`src/rtl/uart_pkg.sv`:
```
// uart_pkg: Uart register map, status/control encodings and drain FSM states.
package uart_pkg;
  localparam logic [1:0] REG_TXDATA = 2'b00;
  localparam logic [1:0] REG_RXDATA = 2'b01;
  localparam logic [1:0] REG_CTRL = 2'b10;
  localparam logic [1:0] REG_STATUS = 2'b11;
  localparam int STAT_TX_BUSY = 0;
  localparam int STAT_RX_VALID = 1;
  localparam logic [7:0] CTRL_START = 8'h01;
  typedef enum logic [2:0] {S_IDLE, S_POLL, S_LOAD, S_START, S_GUARD} drain_state_t;
endpackage

```
`src/rtl/byte_fifo.sv`:
```
// byte_fifo: circular DEPTH x 8 byte store with push/pop, occupancy count and drop flag.
module byte_fifo #(
  parameter int DEPTH = 16,
  parameter int AW = $clog2(DEPTH)
) (
  input  logic          clk,
  input  logic          reset,
  input  logic          i_push,
  input  logic [7:0]    i_data,
  input  logic          i_pop,
  output logic [7:0]    o_data,
  output logic          o_full,
  output logic          o_empty,
  output logic [AW:0]   o_count,
  output logic          o_drop
);
  logic [7:0] r_mem [DEPTH];
  logic [AW-1:0] r_wp, r_rp;
  logic [AW:0] r_count;
  logic w_push, w_pop;
  assign o_full = r_count == (AW+1)'(DEPTH);
  assign o_empty = r_count == '0;
  assign o_count = r_count;
  assign o_data = r_mem[r_rp];
  // Full is judged on the pre-edge count, so a same-cycle pop never frees a slot.
  assign w_push = i_push && !o_full;
  assign w_pop = i_pop && !o_empty;
  assign o_drop = i_push && o_full;
  always_ff @(posedge clk or posedge reset)
    if (reset) begin
      r_wp <= '0;
      r_rp <= '0;
      r_count <= '0;
    end else begin
      r_wp <= w_push ? r_wp + 1'b1 : r_wp;
      r_rp <= w_pop ? r_rp + 1'b1 : r_rp;
      r_count <= r_count + (AW+1)'(w_push) - (AW+1)'(w_pop);
    end
  always_ff @(posedge clk)
    if (w_push) r_mem[r_wp] <= i_data;
endmodule

```
`src/rtl/uart_tx_queue.sv`:
```
// uart_tx_queue: CPU byte queue drained into the Uart via poll-status / write-data / start.
module uart_tx_queue
  import uart_pkg::*;
#(
  parameter int DEPTH = 16,
  parameter int AW = $clog2(DEPTH)
) (
  input  logic          clk,
  input  logic          reset,
  input  logic          i_push_valid,
  input  logic [7:0]    i_push_data,
  input  logic          i_clear_overflow,
  output logic          o_full,
  output logic          o_empty,
  output logic [AW:0]   o_count,
  output logic          o_overflow,
  output logic          o_uart_write_enable,
  output logic          o_uart_read_enable,
  output logic [1:0]    o_uart_reg_select,
  output logic [7:0]    o_uart_write_data,
  input  logic [7:0]    i_uart_data
);
  drain_state_t r_state;
  logic r_overflow;
  logic [7:0] w_head;
  logic w_drop, w_busy, w_unused;
  assign w_busy = i_uart_data[STAT_TX_BUSY];
  assign w_unused = ^{i_uart_data[7:2], i_uart_data[STAT_RX_VALID]};
  byte_fifo #(.DEPTH(DEPTH), .AW(AW)) u_fifo (
    .clk(clk),
    .reset(reset),
    .i_push(i_push_valid),
    .i_data(i_push_data),
    .i_pop(r_state == S_LOAD),
    .o_data(w_head),
    .o_full(o_full),
    .o_empty(o_empty),
    .o_count(o_count),
    .o_drop(w_drop)
  );
  assign o_overflow = r_overflow;
  always_ff @(posedge clk or posedge reset)
    if (reset) begin
      r_state <= S_IDLE;
      r_overflow <= 1'b0;
    end else begin
      r_overflow <= w_drop ? 1'b1 : i_clear_overflow ? 1'b0 : r_overflow;
      case (r_state)
        S_IDLE:  r_state <= o_empty ? S_IDLE : S_POLL;
        S_POLL:  r_state <= w_busy ? S_POLL : S_LOAD;
        S_LOAD:  r_state <= S_START;
        S_START: r_state <= S_GUARD;
        S_GUARD: r_state <= o_empty ? S_IDLE : S_POLL;
        default: r_state <= S_IDLE;
      endcase
    end
  always_comb begin
    o_uart_read_enable = r_state == S_POLL;
    o_uart_write_enable = r_state == S_LOAD || r_state == S_START;
    o_uart_reg_select = r_state == S_POLL ? REG_STATUS : r_state == S_START ? REG_CTRL : REG_TXDATA;
    o_uart_write_data = r_state == S_LOAD ? w_head : r_state == S_START ? CTRL_START : 8'h00;
  end
endmodule
```
`config.mk`:
```
export PLATFORM = sky130hd
export DESIGN_NAME = uart_tx_queue
export DESIGN_NICKNAME = d
export VERILOG_FILES = /design/src/rtl/uart_pkg.sv /design/src/rtl/byte_fifo.sv /design/src/rtl/uart_tx_queue.sv
export SDC_FILE = /design/constraint.sdc
export NUM_CORES = 1
export LEC_CHECK = 0
export ABC_AREA = 1
export CORE_MARGIN = 2
export CORE_UTILIZATION = 30
export DETAILED_ROUTE_END_ITERATION = 8
export HOLD_SLACK_MARGIN = 0.12
export SYNTH_ARGS = -nofsm -noshare
export SYNTH_HDL_FRONTEND = slang
export SYNTH_SLANG_ARGS = --single-unit
```
`constraint.sdc`:
```
create_clock -name clk -period 3 [get_ports clk]
set_clock_uncertainty 0.15 [all_clocks]
set_input_delay 0.6 -clock clk [delete_from_list [all_inputs] [get_ports clk]]
set_output_delay 0.6 -clock clk [all_outputs]
set_load 0.005 [all_outputs]
```
==> flow_metrics.tcl <==
set metrics [dict create \
    wl_per_cell_um 16.2 \
    timing.final.hold_violations 0 \
    place_worst_setup_slack_ns 0.245 \
    crit_path_top_delay_cell "sky130_fd_sc_hd__dfrtp_2" \
    cp_max_fo 14 \
    vias_per_cell 4.62 \
    syn_area_per_cell_um2 11.0 \
    die-width_um 148 \
    hold_class "reg -> reg" \
    globalplace.congestion 0.761 \
    initial_utilization_pct 30.8 \
    maxCapViolCount 0 \
    number_of_antenna_diodes 0 \
    post-route-util_pct 38.6 \
    core-area_mm2 0.0203 \
    timing.setup.critical_path_class "reg -> out" \
    period_share_pct 97.3 \
    die-height_um 148 \
    track_usage_pct 13.9 \
    synth-edff-count 128 \
    finish.net_count 666 \
    timing.slew.headroom_pct 51.1 \
    drt-initial-drc-count 354 \
    clock-root-buffer "sky130_fd_sc_hd__clkbuf_16" \
    htree_num_levels 4 \
    cp_dominant_cell_by_count "sky130_fd_sc_hd__nand3_1" \
    grt_start_max_net_pins 30 \
    synthTopCellsByArea "sky130_fd_sc_hd__edfxtp_1, sky130_fd_sc_hd__nand2_1, sky130_fd_sc_hd__dfrtp_1" \
    yosys-top-cells-count "sky130_fd_sc_hd__nand2_1, sky130_fd_sc_hd__edfxtp_1, sky130_fd_sc_hd__nor2_1, sky130_fd_sc_hd__nand3_1, sky130_fd_sc_hd__inv_1" \
    grt_first_pass_wirelength_mm 22.8 \
    finalSetupTns_ns 0 \
    holdWs_ns 0.339 \
    post-route-min-period_ns 2.92 \
    fmaxAchievable_ghz 0.343 \
    routed_wl_mm 14.8 \
    globalRoute.totalOverflow 0 \
    antenna_left 0 \
    category_of_the_worst_setup_path_launch_point "flop" \
    report.final.setup_viol 0 \
    clock_sinks 145 \
    hold_wc_startpoint "r_state[0]$_DFF_PP0_" \
    cts_buffer_count 17 \
    crit_chain "clkinv_4 > buf_4 > buf_16 > nand2_1 > nand3_1 > nand3_1 > nand3_1 > a21oi_2 > clkdlybuf4s15_1" \
    dominant_synthesized_flop_cell "sky130_fd_sc_hd__edfxtp_1" \
    pwr_density_cell_mw_per_mm2 991 \
    min_to "r_state[0]$_DFF_PP0_" \
    port-buffer-count 32 \
    netlist.area_leader.share_pct 61.6 \
    worst_setup_slack_final_ns 0.0806 \
    design.portCount 40 \
    whs_path_depth 1 \
    critical_path.reg2reg.endpoint "u_fifo.o_count[4]$_DFF_PP0_" \
    worstRegToRegCells 13 \
    cp_data_arrival_time_ns 2.17 \
    r2r_start "u_fifo.o_count[3]$_DFF_PP0_" \
    dp_hpwl_mm 8.73 \
    regToRegSetupSlack_ns 0.31 \
    slew_violations 0 \
    die-area_mm2 0.0220 \
    grt_setup_unrepaired "true" \
    synth.lib_cells_used.distinct 22 \
    drt_pass1_iterations 5 \
    transition_time_at_the_pin_with_the_least_slew_margin_ns 0.733 \
    synthMostInstantiatedCell "sky130_fd_sc_hd__nand2_1" \
    vias 4238 \
    worst_ep_required_time_ns 2.25 \
    clock_path_buffers 2 \
    number_of_antenna_violations_at_the_first_check_in_global_routing 0 \
    synthDominantAreaCellType "sky130_fd_sc_hd__edfxtp_1" \
    cts_tree "built" \
    timing.critical_path.slowest_cell_delay_ns 0.48 \
    max-vdd-ir-drop_uv 611 \
    num_rows 52 \
    clock_latency_ns 0.43 \
    grt_pass1_vias 4152 \
    crit_family "buffers and inverters" \
    netlist_instances 567 \
    mapped_area_mm2 0.00624 \
    yosys_warnings 0 \
    synth_seq_cells 145 \
    result_of_the_run "complete, no violations" \
    ctsHoldBuffers 0 \
    buffering_stage_count_on_the_worst_path_with_inverters_included 4 \
    synth-seq-area-share_pct 68.4 \
    power.static_leakage_nw 3.12 \
    synth_fp_nets 599 \
    final_layout_size_suffix_gt1_share_pct 12.4 \
    drt_drc_violations_left 0 \
    synth_async_sr_flop_share_pct 11.7 \
    synthToLayoutAreaGrowth_pct 25.7 \
    cts.clk_slew.worst_paths_ns 0.06 \
    endpoint_kind "output pin" \
]
worst max-delay path by stage:
stage,startpoint,to,cells after the start
finish,u_fifo.r_rp[0]$_DFFE_PP0P_,o_uart_write_data[6],9
global route,u_fifo.r_rp[0]$_DFFE_PP0P_,o_uart_write_data[0],12
CTS,u_fifo.r_rp[0]$_DFFE_PP0P_,o_uart_write_data[1],9
detailed placement,u_fifo.r_rp[0]$_DFFE_PP0P_,o_uart_write_data[1],8
global placement,u_fifo.r_rp[0]$_DFFE_PP0P_,o_uart_write_data[1],8
floorplan,u_fifo.o_count[3]$_DFF_PP0_,u_fifo.o_count[4]$_DFF_PP0_,13
where the power goes:
group / internal [mW] / total (mW) / switching [mW]
registers: 2.50 / 2.66 / 0.163
logic: 1.19 / 2.86 / 1.67
clock network: 1.46 / 2.25 / 0.790
what timing repair did:
action / 4_1_cts / 5_1_grt
pin swaps: 0 / 4
resized for setup: 21 / 7
endpoints found under the setup margin: 8 / 2
setup buffers: 1 / 6
gates cloned: 2 / 2
logic make-up after synthesis:
logic type,after synthesis,share of synthesized area (%)
buf+inv,75,5.85
compound gates,46,3.73
flops,145,68.4
xor+xnor,10,1.40
fa+ha+maj,12,2.53
simple gates,279,18.1
worst register-to-register path, delay by kind of cell (launching register included):
family / cells / cell delay [ns]
and+or+nand+nor: 2 / 0.28
DFF: 1 / 0.40
xor gates and xnor gates: 1 / 0.14
buffers and inverters: 4 / 0.33
AOI/OAI and AO/OA: 2 / 0.28
adders and majority gates: 4 / 1.01
cells in the final DEF (no fill, tap or decap), types with 3 or more instances in the layout:
master                            netlist  final
sky130_fd_sc_hd__nand3_2                0      3
sky130_fd_sc_hd__clkdlybuf4s50_1        0     24
sky130_fd_sc_hd__clkbuf_16              0     19
sky130_fd_sc_hd__nand3_1               63     60
sky130_fd_sc_hd__nor2_1                77     77
sky130_fd_sc_hd__xor2_1                 9      9
sky130_fd_sc_hd__ha_1                  11     11
sky130_fd_sc_hd__inv_1                 46     46
sky130_fd_sc_hd__buf_12                 0      5
sky130_fd_sc_hd__dlygate4sd2_1          0      4
sky130_fd_sc_hd__buf_4                  7     33
sky130_fd_sc_hd__o21ai_1                4      4
sky130_fd_sc_hd__bufinv_16              0      5
sky130_fd_sc_hd__nand2_1              137    137
sky130_fd_sc_hd__o21ai_0               31     31
sky130_fd_sc_hd__clkinv_1               2      6
sky130_fd_sc_hd__a21oi_1               10      3
sky130_fd_sc_hd__dfrtp_1               17     16
sky130_fd_sc_hd__edfxtp_1             128    128
sky130_fd_sc_hd__a21oi_2                0      7
routing by layer:
layer	GRT usage [%]	vias to the layer above	share of wire (%)
met2	22.4	114	48
met4	4.76	0	1.7
met1	18.2	2069	45
met3	3.80	18	5.9
met5	0	-	0
li1	-	2037	-
final cells by class:
| class | instances | area, um2 |
|---|---|---|
| clock buffers | 19 | 433 |
| clock inverters | 13 | 191 |
| fillers | 1953 | 12500 |
| inverters | 49 | 189 |
| multi-input cells | 347 | 1650 |
| flip-flops and latches | 145 | 4270 |
| well taps | 270 | 338 |
| repair buffers | 74 | 773 |
metrics by stage:
step | instance area [um2] | std cells | power, mW
detailed placement | 7000 | 874 | 5.23
global route | 7850 | 917 | 8.25
global placement | 7000 | 874 | 5.19
floorplan | 6240 | 567 | 4.33
finish | 7850 | 917 | 7.77
CTS | 7730 | 909 | 7.66
state kept, by name (all words and copies together), names as in the netlist:
signal          cells
u_fifo.r_mem      128
u_fifo.o_count      5
u_fifo.r_rp         4
u_fifo.r_wp         4
r_state             3
o_overflow          1
Power figures use the tool's default switching activity.
